==> src/rtl/q65_stim_gen.sv <==
// Parametrised stimulus generator: bounded COUNT / GRAY / LFSR / WALK sequences
// delivered over a valid/advance handshake, with a start/done/abort run protocol.
module q65_stim_gen #(
  parameter int unsigned       WIDTH     = 8,
  parameter logic [31:0]       NTICKS    = 32'd256,
  parameter logic [WIDTH-1:0]  LFSR_TAPS = WIDTH'(8'hB8)
) (
  input  logic             clk,
  input  logic             rst_n,
  input  logic             start,
  input  logic             abort,
  input  logic [1:0]       mode,
  input  logic [WIDTH-1:0] seed,
  input  logic             advance,
  output logic [WIDTH-1:0] out,
  output logic             valid,
  output logic [31:0]      counter,
  output logic             busy,
  output logic             done
);

  typedef enum logic [1:0] {S_IDLE, S_RUN, S_DONE} state_t;
  typedef enum logic [1:0] {M_COUNT, M_GRAY, M_LFSR, M_WALK} mode_t;

  state_t           state, state_n;
  mode_t            mode_r, mode_n;
  logic [WIDTH-1:0] out_r, out_n;
  logic [WIDTH-1:0] bin_r, bin_n;   // binary shadow of the Gray sequence
  logic [31:0]      cnt_r, cnt_n;

  function automatic logic [WIDTH-1:0] to_gray(input logic [WIDTH-1:0] b);
    return b ^ (b >> 1);
  endfunction

  // NOTE: every always_comb output gets a default first, so no path can infer a latch.
  always_comb begin
    state_n = state;
    mode_n  = mode_r;
    out_n   = out_r;
    bin_n   = bin_r;
    cnt_n   = cnt_r;

    unique case (state)
      S_IDLE, S_DONE: begin
        if (start) begin
          state_n = S_RUN;
          mode_n  = mode_t'(mode);
          cnt_n   = '0;
          bin_n   = seed;
          unique case (mode_t'(mode))
            M_COUNT: out_n = seed;
            M_GRAY:  out_n = to_gray(seed);
            M_LFSR:  out_n = (seed == '0) ? WIDTH'(1) : seed;  // all-zero LFSR state locks up
            M_WALK:  out_n = WIDTH'(1);
          endcase
        end
      end
      S_RUN: begin
        if (advance) begin
          if (cnt_r == NTICKS - 32'd1) begin
            // Final transfer: out keeps the last delivered value.
            state_n = S_DONE;
            cnt_n   = NTICKS;
          end else begin
            cnt_n = cnt_r + 32'd1;
            unique case (mode_r)
              M_COUNT: out_n = out_r + WIDTH'(1);
              M_GRAY: begin
                bin_n = bin_r + WIDTH'(1);
                out_n = to_gray(bin_n);
              end
              M_LFSR:  out_n = (out_r >> 1) ^ (out_r[0] ? LFSR_TAPS : '0);
              M_WALK:  out_n = (out_r << 1) | (out_r >> (WIDTH - 1));
            endcase
          end
        end
      end
      default: state_n = S_IDLE;
    endcase

    if (abort) begin
      state_n = S_IDLE;
      mode_n  = M_COUNT;
      out_n   = '0;
      bin_n   = '0;
      cnt_n   = '0;
    end
  end

  // NOTE: sequential state uses non-blocking assignments and an async active-low reset.
  always_ff @(posedge clk or negedge rst_n) begin
    if (!rst_n) begin
      state  <= S_IDLE;
      mode_r <= M_COUNT;
      out_r  <= '0;
      bin_r  <= '0;
      cnt_r  <= '0;
    end else begin
      state  <= state_n;
      mode_r <= mode_n;
      out_r  <= out_n;
      bin_r  <= bin_n;
      cnt_r  <= cnt_n;
    end
  end

  // Handshake outputs decode registered state only; advance never reaches valid combinationally.
  assign out     = out_r;
  assign counter = cnt_r;
  assign valid   = (state == S_RUN);
  assign busy    = (state == S_RUN);
  assign done    = (state == S_DONE);

endmodule

==> config.mk <==
export PLATFORM = sky130hd
export DESIGN_NAME = q65_stim_gen
export DESIGN_NICKNAME = d
export VERILOG_FILES = /design/src/rtl/q65_stim_gen.sv
export SDC_FILE = /design/constraint.sdc
export NUM_CORES = 1
export LEC_CHECK = 0
export ABC_CLOCK_PERIOD_IN_PS = 2400
export BUFFER_PORTS_ARGS = -buffer_cell sky130_fd_sc_hd__buf_2
export CAP_MARGIN = 20
export CELL_PAD_IN_SITES_DETAIL_PLACEMENT = 0
export CELL_PAD_IN_SITES_GLOBAL_PLACEMENT = 2
export CORE_AREA = 2 2 133 83
export CTS_BUF_LIST = sky130_fd_sc_hd__clkbuf_2
export CTS_CLUSTER_SIZE = 10
export DETAILED_ROUTE_END_ITERATION = 6
export DIE_AREA = 0 0 135 85
export HOLD_SLACK_MARGIN = 0.12
export PLACE_DENSITY = 0.81
export SETUP_SLACK_MARGIN = 0.3
export SYNTH_ARGS = -nofsm -noshare
export SYNTH_HDL_FRONTEND = slang
export SYNTH_SLANG_ARGS = --single-unit
==> constraint.sdc <==
create_clock -name clk -period 2.4 [get_ports clk]
set_input_delay 0.36 -clock clk [delete_from_list [all_inputs] [get_ports clk]]
set_output_delay 0.36 -clock clk [all_outputs]
set_load 0.02 [all_outputs]
==> impl_metrics.tcl, run 1 <==
set metrics [dict create \
    die_area_mm2 0.0115 \
    fp-row-count 29 \
    stdcell_count 634 \
    clock_latency_ns 0.48 \
    routed_via_density 5.37 \
    cts_root_buf "clkbuf_2" \
    peakVddDrop_v 0.000156 \
    antenna_found_initial 0 \
    end_kind "flip-flop" \
    htree_levels 2 \
    cp.required_ns 2.84 \
    clockBufferDepth 2 \
    period_share_pct 86.4 \
    fmax_mhz 482 \
    async_flop_share_pct 100 \
    tns_ns 0 \
    hpwlAfterDp_mm 8.08 \
    numCtsBuffers 5 \
    port_buffers 57 \
    start_util_pct 34.1 \
    grt_max_degree 26 \
    maxCapViolCount 0 \
    drc 0 \
    postSynth.topFlopCell "dfrtp_1" \
    hold_viol 0 \
    cp.arrival_ns 2.51 \
    synth_edf_count 0 \
    final_common_cell "buf_2" \
    syn_inst 410 \
    dr.pass1.iters 4 \
    diodes 0 \
    status "finished, final reports clean" \
    tightest_slew_ns 0.622 \
    fin_total_pwr_mw 1.87 \
    hp-class "primary input to flip-flop" \
    synth_seq_area_share_pct 37.0 \
    num_vias 3404 \
    synth_nets 432 \
    nets 517 \
    ant_nets 0 \
    gp_congestion 0.858 \
    tritoncts "yes" \
    first_global_vias 2951 \
    slew_headroom_pct 58.5 \
    p_leak_nw 1.96 \
    gr-usage-all-layers_pct 19.2 \
    ios 58 \
    die_x_um 135 \
    crit_type "flip-flop to flip-flop" \
    dp.cells 607 \
    yosysWarnings 0 \
    cts_sinks 52 \
    grt_pass1_wl_mm 17.1 \
    core_mm2 0.0103 \
    final_util_pct 42.2 \
    area_growth_pct 23.6 \
    fin_worst_skew_ns 0.0201 \
    wl_per_cell_um 17.2 \
    power.density_mw_per_mm2 429 \
    overflow 0 \
    die_height_um 85 \
    final_cell_mix "buf_2 (57), nand2_1 (45), dfrtp_1 (44)" \
    crit_fanout 9 \
    drive_gt1_share_pct 28.1 \
    grt_setup_unrepaired "yes" \
    clkTransAtPathRegs_ns 0.28 \
    cp-start-kind "flip-flop" \
    ys_ff_latch 52 \
    setup_violations 0 \
    synthDistinctLibCells 58 \
    avgSynthCellArea_um2 8.58 \
    final_max_slew_viol_count 0 \
    syn-cell-area_mm2 0.00352 \
    routed_wl_mm 10.9 \
    period_minus_slack_ns 2.07 \
    drt_iter0_markers 235 \
]
[metrics by stage]
step | setup WS, ns | cell area (um^2) | hold WS (ns)
after detailed placement | 0.184 | 4040 | 0.402
after CTS | 0.300 | 4170 | 0.132
after floorplan | 0.379 | 3520 | 0.0644
after global placement | 0.230 | 4040 | 0.409
final | 0.327 | 4350 | 0.155
after global routing | 0.251 | 4350 | 0.123
[area by class of cell]
cell class                      instances  area [um^2]
Inverter                               20         77.6
Timing Repair Buffer                   98          624
Clock buffer                            6         30.0
Multi-Input combinational cell        318         2130
Clock inverter                          1         5.00
Tap cell                              139          174
Sequential cell                        52         1310
Fill cell                            1083         5960
[worst paths after layout]
check | from | end | slack [ns] | cells after the start
setup reg to reg | counter[27]$_DFFE_PN0P_ | bin_r[0]$_DFFE_PN0P_ | 0.33 | 7
hold reg to reg | bin_r[1]$_DFFE_PN0P_ | bin_r[1]$_DFFE_PN0P_ | 0.58 | 2
min in group asynchronous | rst_n | state[1]$_DFFE_PN0P_ | 0.37 | 2
setup / recovery | counter[27]$_DFFE_PN0P_ | bin_r[0]$_DFFE_PN0P_ | 0.33 | 7
hold / removal | mode[1] | mode_r[1]$_DFFE_PN0P_ | 0.16 | 3
max in group asynchronous | rst_n | counter[3]$_DFFE_PN0P_ | 1.34 | 3
[Yosys cell counts, drive strengths merged (4+ instances only)]
cell type / count / share of area [%]
a22o: 4 / 1.0
and4: 7 / 1.7
nand4: 8 / 1.6
nand2: 45 / 4.8
ha: 7 / 2.5
nor4: 7 / 1.7
nor3: 10 / 1.4
a31oi: 14 / 2.5
nand3: 19 / 3.1
and2: 5 / 0.89
nor2b: 5 / 0.89
clkbuf: 12 / 1.3
o21ai: 21 / 3.6
inv: 20 / 2.1
o31ai: 9 / 1.9
xnor2: 24 / 6.0
buf: 8 / 1.7
a21oi: 30 / 4.5
nand2b: 4 / 0.71
and3: 9 / 1.6
dfrtp: 52 / 37
or3: 5 / 1.0
nor2: 34 / 3.7
xor2: 19 / 4.7
[metal layers]
metal,track usage (%),part of all wire [%],vias up
li1,-,-,1653
met1,32.9,53,1650
met2,24.0,39,94
met3,3.82,6.6,7
met4,3.13,0.68,0
met5,0,0,-
[kinds of logic (layout without fill, tap and decap cells)]
group	count (synthesis)	count (layout)	synth area share, %
flip-flops	52	52	37.0
AND/OR/NAND/NOR	164	164	24.5
AO/OA/AOI/OAI	102	102	19.3
adder cells (fa/ha/maj)	7	7	2.49
buffers and inverters	40	125	5.09
multiplexers	2	2	0.960
XOR/XNOR	43	43	10.7
[registers in the layout (all words and copies together), names as in the netlist]
register  flops
counter      32
state         2
mode_r        2
bin_r         8
out           8
[repair_timing]
action / CTS / global route
setup endpoints to repair: 22 / 45
hold buffers: 1 / 0
hold endpoints to repair: 23 / 0
gates cloned: 0 / 0
gates resized for setup: 6 / 19
setup buffers: 8 / 11
pin swaps: 1 / 8
[critical path, cell delays in order (launching register included)]
cell	delay, ns
dfrtp_2	0.51
nor4_4	0.30
nand4_1	0.20
o31a_1	0.41
o21ai_4	0.28
buf_12	0.16
a31oi_1	0.04
o22ai_1	0.13
[report_power, final]
group	total, mW	switching, mW	internal [mW]	leakage (nW)
Sequential	0.970	0.0565	0.914	0.698
Clock	0.372	0.303	0.0691	0.0288
Combinational	0.524	0.313	0.211	1.23
Total	1.87	0.672	1.19	1.96
Note: power is estimated with default switching activity, not from simulation.
==> run 2: changes to the inputs <==
Settings changed: ABC_AREA set to 1, CORE_AREA 2 2 133 83 to 2 2 146 91, DIE_AREA 0 0 135 85 to 0 0 148 93, PLACE_DENSITY 0.81 to 0.82.
==> run 2 against run 1 <==
  * Global-route usage is 0.16 points higher
  * Flip-flop and latch count stayed put
  * Synthesized area is 15% higher
  * Worst setup slack better by 0.081 ns
  * Clock power is 32% higher
  * Non-clock buffer count is 24 lower
  * Largest power group unchanged
==> impl_metrics.tcl, run 2 <==
set metrics [dict create \
    period_minus_slack_ns 1.99 \
    hold_viol 0 \
    dp.cells 828 \
    htree_levels 2 \
    yosys-top-cells-area "dfrtp_1 (32%), nand2_1 (16%), inv_1 (6.4%)" \
    routed_wl_mm 13.0 \
    drive_gt1_share_pct 17.7 \
    num_vias 4122 \
    dpl_cell_area_mm2 0.00449 \
    cts_root_buf "clkbuf_2" \
    power.density_mw_per_mm2 527 \
    stdcell_count 845 \
    die_x_um 148 \
    slew_headroom_pct 50.4 \
    async_flop_share_pct 100 \
    synth.most_common_cell "nand2_1" \
    maxCapViolCount 0 \
    clkTransAtPathRegs_ns 0.28 \
    numCtsBuffers 5 \
    clock_latency_ns 0.50 \
    ios 58 \
    critical-path-top-delay-family "buffers and inverters" \
    final_max_slew_viol_count 0 \
    first_global_vias 3717 \
    synthTopCellsByCount "nand2_1 (173), inv_1 (69), nor2_1 (68), dfrtp_1 (52), nand3_1 (45)" \
    drc 0 \
    final_util_pct 37.2 \
    cp.required_ns 2.04 \
    drt_iter0_markers 291 \
    crit_chain "inv_1 -> nand2_8 -> clkinvlp_4 -> buf_2" \
    post-place-ws_ns 0.324 \
    hp-class "primary input to flip-flop" \
    nets 695 \
    synthDistinctLibCells 41 \
    fmax_mhz 502 \
    crit_type "flip-flop to primary output" \
    port_buffers 57 \
    largest_reg_flops 32 \
    overflow 0 \
    fin_worst_skew_ns 0.0423 \
    crit_path_max_incr_delay_ns 0.47 \
    syn_inst 608 \
    synth_nets 630 \
    clockBufferDepth 2 \
    cp.arrival_ns 1.63 \
    die_area_mm2 0.0138 \
    tightest_slew_ns 0.744 \
    start_util_pct 32.3 \
    peakVddDrop_v 0.000265 \
    avgSynthCellArea_um2 6.64 \
    dr.pass1.iters 5 \
    synth_edf_count 0 \
    period_share_pct 83.0 \
    postSynth.topFlopCell "dfrtp_1" \
    postLayoutCellArea_mm2 0.00465 \
    grt_setup_unrepaired "yes" \
    die_height_um 93 \
    tritoncts "yes" \
    gr-usage-all-layers_pct 19.4 \
    ant_nets 0 \
    worst_slack_ns 0.409 \
    setup_violations 0 \
    routed_via_density 4.88 \
    gp_congestion 0.877 \
    crit_path_top_delay_cell "dfrtp_1" \
    yosys.area.top_type "dfrtp_1" \
    tns_ns 0 \
    final_common_cell "nand2_1" \
    synth_seq_area_share_pct 32.2 \
    antenna_found_initial 1 \
    final_cell_mix "nand2_1 (173), inv_1 (67), nor2_1 (67)" \
    ys_ff_latch 52 \
    end_kind "primary output" \
    cts_sinks 52 \
    grt_pass1_wl_mm 20.6 \
    wl_per_cell_um 15.4 \
    grt_max_degree 53 \
    fp-row-count 32 \
    synth.top_cell.area_share_pct 32.2 \
    hpwlAfterDp_mm 10.1 \
    p_leak_nw 2.23 \
    cp-start-kind "flip-flop" \
    syn-cell-area_mm2 0.00404 \
    yosysWarnings 0 \
    crit_fanout 26 \
    core_mm2 0.0125 \
    area_growth_pct 15.3 \
    crit_buf_inv 3 \
    status "finished, final reports clean" \
]
run 2: cell types whose count changed after synthesis, sizes merged, moves of 9 or more:
cell   change
a31oi     -11
inv       +53
nand2    +138
nand3     +31
nand4      +9
nor2      +44
o21ai     +39
o31ai      -9
xnor2     -20
xor2      -10
run 2: tightest hold or removal path, stage by stage:
cell and delay, ns:
buf_2 0.12, inv_1 0.07, o22ai_1 0.08
run 2: timing repair:
action	in CTS	in global routing
buffers inserted	2	5
endpoints found under the setup margin	2	30
endpoints found under the hold margin	52	0
hold buffers	1	0
gates resized for setup	2	4
pin swaps	0	1
run 2: where the power goes:
group,switching [mW],internal (mW)
clock,0.317,0.173
sequential,0.141,0.955
combinational,0.567,0.300
total,1.03,1.43
run 2: logic make-up (layout without fill, tap and decap cells):
kind of cell | after synthesis | count (layout) | share of synthesized area (%)
buffers and inverters | 90 | 156 | 9.77
xor gates and xnor gates | 13 | 13 | 2.82
AOI/OAI and AO/OA | 99 | 99 | 13.1
adders and majority gates | 7 | 7 | 2.17
DFF | 52 | 52 | 32.2
other | 0 | 1 | 0
and+or+nand+nor | 347 | 347 | 39.9
run 2: cell type report:
cell class | instances | area (um^2)
sequential | 52 | 1300
timing repair buffer | 74 | 428
clock inverter | 3 | 42.5
multi-input combinational | 466 | 2360
inverter | 74 | 284
tap | 170 | 213
fill | 1423 | 7840
clock buffer | 5 | 25.0
antenna | 1 | 2.50
run 2: layer usage:
| layer | vias to the layer above | GRT usage (%) | part of all wire (%) |
|---|---|---|---|
| li1 | 2110 | - | - |
| met5 | - | 0 | 0 |
| met4 | 0 | 2.94 | 0.61 |
| met1 | 1904 | 33.2 | 59 |
| met3 | 7 | 3.51 | 6.0 |
| met2 | 101 | 24.2 | 35 |
run 2: final timing paths:
path | start | end | slack (ns) | depth (start not counted)
min reg2reg | counter[4]$_DFFE_PN0P_ | counter[4]$_DFFE_PN0P_ | 0.59 | 2
max in group asynchronous | rst_n | state[0]$_DFFE_PN0P_ | 1.35 | 3
min | mode[0] | mode_r[0]$_DFFE_PN0P_ | 0.15 | 3
max reg2reg | state[1]$_DFFE_PN0P_ | out[4]$_DFFE_PN0P_ | 0.44 | 11
min in group asynchronous | rst_n | counter[1]$_DFFE_PN0P_ | 0.49 | 3
max | state[1]$_DFFE_PN0P_ | busy | 0.41 | 4
run 2: through the flow:
step           power (mW)  hold slack, ns
6_report             2.45           0.150
5_1_grt              2.63           0.144
4_1_cts              2.43           0.131
3_5_place_dp         1.91           0.527
3_3_place_gp         1.91           0.501
2_1_floorplan        1.66          0.0644
